$ cat src/rtl/ls_table_scheduler.sv
// rtl/ls_table_scheduler.sv - window/rebuild/bank-swap scheduler for the RAM_Zout table with gated chip readout
// Optional rebuild timeout: define LS_SCHED_TIMEOUT_EN.
module ls_table_scheduler #(
    parameter int w1      = 2**14,
    parameter int w4      = 2**12,
    parameter int pw      = 4,
    parameter int bit_evt = 8
) (
    input  logic               clk_main,
    input  logic               rst,
    input  logic               tstamp_x,
    input  logic               tstamp_z,
    input  logic               build_done,
    output logic               start_build,
    output logic               bank_wr,
    output logic               bank_rd,
    output logic               table_valid,
    output logic               rd_hold,
    output logic               rd_strobe,
    output logic               rd_miss,
    output logic [bit_evt-1:0] evt_snap,
    output logic               timeout_err
);
    localparam int WIN_W = (w1 > 1) ? $clog2(w1) : 1;
    localparam int TO_W  = (w4 > 1) ? $clog2(w4) : 1;
    localparam int RD_W  = (pw > 1) ? $clog2(pw) : 1;

    localparam logic [WIN_W-1:0]   WIN_LAST = WIN_W'(w1 - 1);
    localparam logic [WIN_W-1:0]   WIN_ONE  = WIN_W'(1);
    localparam logic [TO_W-1:0]    TO_LAST  = TO_W'(w4 - 1);
    localparam logic [TO_W-1:0]    TO_ONE   = TO_W'(1);
    localparam logic [RD_W-1:0]    RD_LAST  = RD_W'(pw - 1);
    localparam logic [RD_W-1:0]    RD_ONE   = RD_W'(1);
    localparam logic [bit_evt-1:0] EVT_ONE  = bit_evt'(1);
    localparam logic [bit_evt-1:0] EVT_MAX  = {bit_evt{1'b1}};

    typedef enum logic [1:0] {
        S_WIN       = 2'd0,
        S_BUILD     = 2'd1,
        S_SWAP_WAIT = 2'd2
    } state_t;

    state_t             state_q;
    logic               x_prev_q, z_prev_q;
    logic [WIN_W-1:0]   win_cnt_q;
    logic [TO_W-1:0]    to_cnt_q;
    logic [RD_W-1:0]    rd_cnt_q;
    logic [bit_evt-1:0] evt_cnt_q, evt_cnt_d, evt_snap_q;
    logic               start_build_q, bank_wr_q, table_valid_q;
    logic               rd_hold_q, rd_strobe_q, rd_miss_q;
    logic               x_rise, z_rise, win_end, rd_start, swap;

    assign x_rise   = tstamp_x & ~x_prev_q;
    assign z_rise   = tstamp_z & ~z_prev_q;
    assign win_end  = (state_q == S_WIN) && (win_cnt_q == WIN_LAST);
    assign rd_start = z_rise & table_valid_q & ~rd_hold_q;
    // A readout request always beats a pending swap so the chip never sees the bank flip mid-read.
    assign swap     = (state_q == S_SWAP_WAIT) & ~rd_hold_q & ~z_rise;

    // An edge landing on the window boundary belongs to the new window.
    always_comb begin
        evt_cnt_d = evt_cnt_q;
        if (win_end) begin
            evt_cnt_d = x_rise ? EVT_ONE : '0;
        end else if (x_rise && evt_cnt_q != EVT_MAX) begin
            evt_cnt_d = evt_cnt_q + EVT_ONE;
        end
    end

    always_ff @(posedge clk_main) begin
        if (!rst) begin
            state_q       <= S_WIN;
            x_prev_q      <= 1'b0;
            z_prev_q      <= 1'b0;
            win_cnt_q     <= '0;
            to_cnt_q      <= '0;
            rd_cnt_q      <= '0;
            evt_cnt_q     <= '0;
            evt_snap_q    <= '0;
            start_build_q <= 1'b0;
            bank_wr_q     <= 1'b1;
            table_valid_q <= 1'b0;
            rd_hold_q     <= 1'b0;
            rd_strobe_q   <= 1'b0;
            rd_miss_q     <= 1'b0;
        end else begin
            x_prev_q      <= tstamp_x;
            z_prev_q      <= tstamp_z;
            evt_cnt_q     <= evt_cnt_d;
            start_build_q <= 1'b0;
            rd_strobe_q   <= rd_start;
            rd_miss_q     <= z_rise & ~table_valid_q;
            to_cnt_q      <= (state_q == S_BUILD) ? to_cnt_q + TO_ONE : '0;

            if (rd_start) begin
                rd_hold_q <= 1'b1;
                rd_cnt_q  <= RD_LAST;
            end else if (rd_hold_q) begin
                if (rd_cnt_q == '0) begin
                    rd_hold_q <= 1'b0;
                end else begin
                    rd_cnt_q <= rd_cnt_q - RD_ONE;
                end
            end

            case (state_q)
                S_WIN: begin
                    if (win_end) begin
                        win_cnt_q  <= '0;
                        evt_snap_q <= evt_cnt_q;
                        if (evt_cnt_q != '0) begin
                            start_build_q <= 1'b1;
                            state_q       <= S_BUILD;
                        end
                    end else begin
                        win_cnt_q <= win_cnt_q + WIN_ONE;
                    end
                end
                S_BUILD: begin
                    win_cnt_q <= '0;
                    if (build_done) begin
                        state_q <= S_SWAP_WAIT;
                    end
`ifdef LS_SCHED_TIMEOUT_EN
                    else if (to_cnt_q == TO_LAST) begin
                        state_q <= S_WIN;
                    end
`endif
                end
                S_SWAP_WAIT: begin
                    if (swap) begin
                        bank_wr_q     <= ~bank_wr_q;
                        table_valid_q <= 1'b1;
                        state_q       <= S_WIN;
                    end
                end
                default: state_q <= S_WIN;
            endcase
        end
    end

`ifdef LS_SCHED_TIMEOUT_EN
    logic timeout_err_q;

    always_ff @(posedge clk_main) begin
        if (!rst) begin
            timeout_err_q <= 1'b0;
        end else if (state_q == S_BUILD && !build_done && to_cnt_q == TO_LAST) begin
            timeout_err_q <= 1'b1;
        end
    end

    assign timeout_err = timeout_err_q;
`else
    assign timeout_err = 1'b0;
`endif

    assign start_build = start_build_q;
    assign bank_wr     = bank_wr_q;
    assign bank_rd     = ~bank_wr_q;
    assign table_valid = table_valid_q;
    assign rd_hold     = rd_hold_q;
    assign rd_strobe   = rd_strobe_q;
    assign rd_miss     = rd_miss_q;
    assign evt_snap    = evt_snap_q;

endmodule

$ cat config.mk
export PLATFORM = sky130hd
export DESIGN_NAME = ls_table_scheduler
export DESIGN_NICKNAME = d
export VERILOG_FILES = /design/src/rtl/ls_table_scheduler.sv
export SDC_FILE = /design/constraint.sdc
export NUM_CORES = 1
export LEC_CHECK = 0
export ABC_AREA = 1
export BUFFER_PORTS_ARGS = -buffer_cell sky130_fd_sc_hd__buf_2
export CORE_MARGIN = 2
export CORE_UTILIZATION = 35
export DETAILED_ROUTE_END_ITERATION = 10
export SETUP_SLACK_MARGIN = 0.4
export SLEW_MARGIN = 0
export SYNTH_ARGS = -nofsm -noshare
export SYNTH_HDL_FRONTEND = slang
export SYNTH_SLANG_ARGS = --single-unit
$ cat constraint.sdc
create_clock -name clk_main -period 1.7 [get_ports clk_main]
set_input_delay 0.425 -clock clk_main [delete_from_list [all_inputs] [get_ports clk_main]]
set_output_delay 0.425 -clock clk_main [all_outputs]
set_load 0.01 [all_outputs]
==> summary.txt <==
Timing
  – Final slew viol count: 0
  – Minimum clock period: around 1.4 ns
  – Fin Clk Skew: between 0.007 and 0.008 ns
  – F_max: 719.0 MHz
  – Worst setup margin: between 0.3 and 0.4 ns
  – Tcrit/Tclk final: roughly four fifths
  – Setup TNS Final: 0 ns
  – Hold Vio Cnt, Final: 0
  – Final setup violating endpoints: 0
  – RSZ-0062 raised after global routing: true

GRT
  – Vias in the first global route: 1,762
  – Total Routing Usage GR: ~16%
  – Initial antenna violation count: 0
  – Largest net degree at the start of global routing: 15
  – First-pass GRT wire length: between 7000 and 8000 um
  – Grt total ovfl: 0

Clocking
  – Num CTS Buffers: 5
  – Htree depth: 2
  – Root Driver: clkbuf_8
  – Clock Path Buffers: 2
  – Clock Pin Slew Worst Setup and Hold Paths: approximately 0.08 ns
  – CTS tree: built
  – Worst skew pair latency: between 0.2 and 0.3 ns
  – Clk sinks: 42

Drt
  – Vias per cell: around 4.6
  – Antenna Nets Post-Route: 0
  – Initial DRT Pass Iterations: 4
  – Initial drt markers: 43
  – WL per Instance: ~11 um
  – DR vias: 1,880
  – Drc violations: 0
  – Routed WL: between 4000 and 5000 um

Place
  – Port bufs: 19
  – Detailed Place HPWL: 3155 um
  – Post-DP Area: 2285 um^2
  – Pre-CTS WS: between 0.15 and 0.2 ns
  – GPL Wtd Cong: ~0.82

Power
  – Power share of the combinational group: about 5.8%
  – PnR Total Power: 1.783 mW
  – Switching Fraction: a little under a quarter
  – Sequential cell fraction of total power: a little under three fifths
  – Peak VDD IR: approximately 0.46 mV
  – P_leak: approximately 1.2 nW
  – Power Internal: 1.368 mW
  – Pwr dens: around 700 nW/um^2
  – Switch Pwr: approximately 410 uW
  – Clock share of power: ~38%

Floorplanning
  – I/O Pins: 21
  – Initial Utilization: between 30 and 40%
  – Core Rows: 27
  – Die ar.: between 6000 and 7000 um^2
  – Die extent in y: 80.45 um
  – Core Area: about 5600 um^2
  – Die width: about 80 um

Setup path
  – FF-to-FF End: evt_snap[2]$_SDFFE_PN0P_
  – Max incr delay on CP: approximately 0.35 ns
  – Register-to-Register Path Depth: 10
  – FF-to-FF setup slack: roughly 0.3 ns
  – CP Max Fanout: 10
  – Crit path max-delay cell type: dfxtp_2
  – Reg-to-reg startpoint: win_cnt_q[0]$_SDFFE_PN0P_
  – Signal arrival time at the worst endpoint: 1.58 ns
  – Critical Path, Cell by Cell: ha_4 -> nand2_4 -> nor2_4 -> nand2_4 -> nor2_8 -> nand3_4 -> nand2_4 -> inv_6 -> nand2_1 -> nand2_1
  – Crit end category: flop
  – CP Launch Type: flop
  – CP dominant cell by count: nand2_4
  – Worst Setup Path Type: flop to flop
  – CP required: 1.89 ns

Synth
  – Syn nets: approximately 300
  – Mapped cell area: between 2000 and 2500 um^2
  – Syn_area_per_cell: a little under 7 um^2
  – Post-synthesis sequential area ratio: about two fifths
  – Ys flop type: dfxtp_1
  – Most frequent cell after synthesis: nand2_1
  – Synth area leader: dfxtp_1
  – Synth top area share: 41.10%
  – Top cells by area, synth: dfxtp_1 41%, nand2_1 17%, inv_1 7.3%
  – Count of cell types in the netlist: 31
  – Fraction of registers with async set/reset: 0%
  – Synth warn: 0
  – Register bit total from synthesis: 42
  – Commonest cells in the netlist: 91 x nand2_1, 42 x dfxtp_1, 40 x inv_1
  – Synth Instances: just under 300
  – Number of enable flip-flop cells after synthesis: 0

Min path
  – Hold path start: tstamp_x
  – Hold Crit Depth: 3
  – Worst hold path class: primary input to flop
  – Hold EP: x_prev_q$_SDFF_PN0_

Cells and area
  – Antenna cells: 0
  – Layout cell share with drive strength beyond 1: 25.89%
  – Nets: 344
  – Post-route design area: 2591 um^2
  – P&R area growth vs syn: 26.67%

Run status
  – Status: finished clean

Flow run
  – Maxcap violations: 0
==> power by group through the flow <==
stage,sequential [mW],combinational (mW),clock [mW]
after global placement,1.03,0.0823,0
final,1.01,0.103,0.670
after floorplan,1.03,0.0539,0
after CTS,1.01,0.0994,0.691
after detailed placement,1.03,0.0834,0
after global routing,1.01,0.117,0.750
==> layout by cell type, fill, tap and decap left out, drive strengths merged <==
master   n
o21a     1
xnor2    4
dfxtp   42
clkbuf   7
nand2   95
nor3     7
o21ai    9
a211oi   1
a21oi   19
nand3b   1
xor2     2
ha       4
nor2    35
clkinv   2
nand3   15
nand4    8
inv     44
conb     1
buf     38
o211ai   1
==> worst max-delay path by stage <==
stage / to / startpoint / slack, ns / cells after the start
after floorplan: evt_snap[0]$_SDFFE_PN0P_ / win_cnt_q[1]$_SDFFE_PN0P_ / 0.34 / 10
final: evt_snap[2]$_SDFFE_PN0P_ / win_cnt_q[0]$_SDFFE_PN0P_ / 0.31 / 10
after global routing: win_cnt_q[7]$_SDFFE_PN0P_ / win_cnt_q[1]$_SDFFE_PN0P_ / 0.21 / 8
after detailed placement: evt_snap[2]$_SDFFE_PN0P_ / win_cnt_q[1]$_SDFFE_PN0P_ / 0.19 / 10
after global placement: win_cnt_q[6]$_SDFFE_PN0P_ / win_cnt_q[1]$_SDFFE_PN0P_ / 0.22 / 8
after CTS: evt_snap[2]$_SDFFE_PN0P_ / win_cnt_q[0]$_SDFFE_PN0P_ / 0.29 / 10
==> timing repair <==
item | in CTS | in global routing
pin swaps | 10 | 10
buffers inserted | 8 | 5
gates resized for setup | 13 | 20
setup endpoints to repair | 29 | 32
hold buffers | 0 | 0
==> registers in the layout, indices dropped and copies added, names as in the netlist <==
signal / flops
rd_hold: 1
evt_cnt_q: 8
bank_wr: 1
rd_cnt_q: 2
table_valid: 1
rd_miss: 1
z_prev_q: 1
evt_snap: 8
x_prev_q: 1
start_build: 1
win_cnt_q: 14
rd_strobe: 1
state_q: 2
==> per-layer routing <==
layer  GRT usage (%)  share of wire [%]  up-vias
li1                -                  -     1002
met1           18.73                 45      850
met2           27.58                 50       23
met3           3.371                3.6        5
met4           4.237                1.2        0
met5               0                  0        -
==> area by class of cell <==
| type | count | area [um^2] |
|---|---|---|
| fillers | 608 | 2983 |
| multi-input cells | 203 | 1144 |
| flip-flops and latches | 42 | 848.3 |
| repair buffers | 38 | 241.5 |
| inverters | 45 | 176.4 |
| well taps | 72 | 90.09 |
| clock buffers | 7 | 86.33 |
| clock inverters | 1 | 5.005 |
==> critical path: cells and delay by family (launching register included) <==
family / cells / cell delay [ns]
buffers and inverters: 1 / 0.06
and+or+nand+nor: 8 / 0.73
adders and majority gates: 1 / 0.15
DFF: 1 / 0.35
==> cell families (layout without fill, tap and decap cells) <==
group / after synthesis / after routing / synth area share [%]
and+or+nand+nor: 161 / 161 / 36.27
buffers and inverters: 49 / 91 / 9.297
DFF: 42 / 42 / 41.10
AOI/OAI and AO/OA: 31 / 31 / 8.135
xor gates and xnor gates: 6 / 6 / 2.569
adders and majority gates: 4 / 4 / 2.447
other: 1 / 1 / 0.1833
==> metrics by stage <==
step,instances,util (%),hold WS [ns]
after floorplan,294,-,0.3963
after global placement,387,40.99,0.4043
after detailed placement,387,40.99,0.4268
after CTS,403,44.47,0.3258
after global routing,408,46.49,0.3412
final,408,46.49,0.3244
Power figures use the tool's default switching activity.
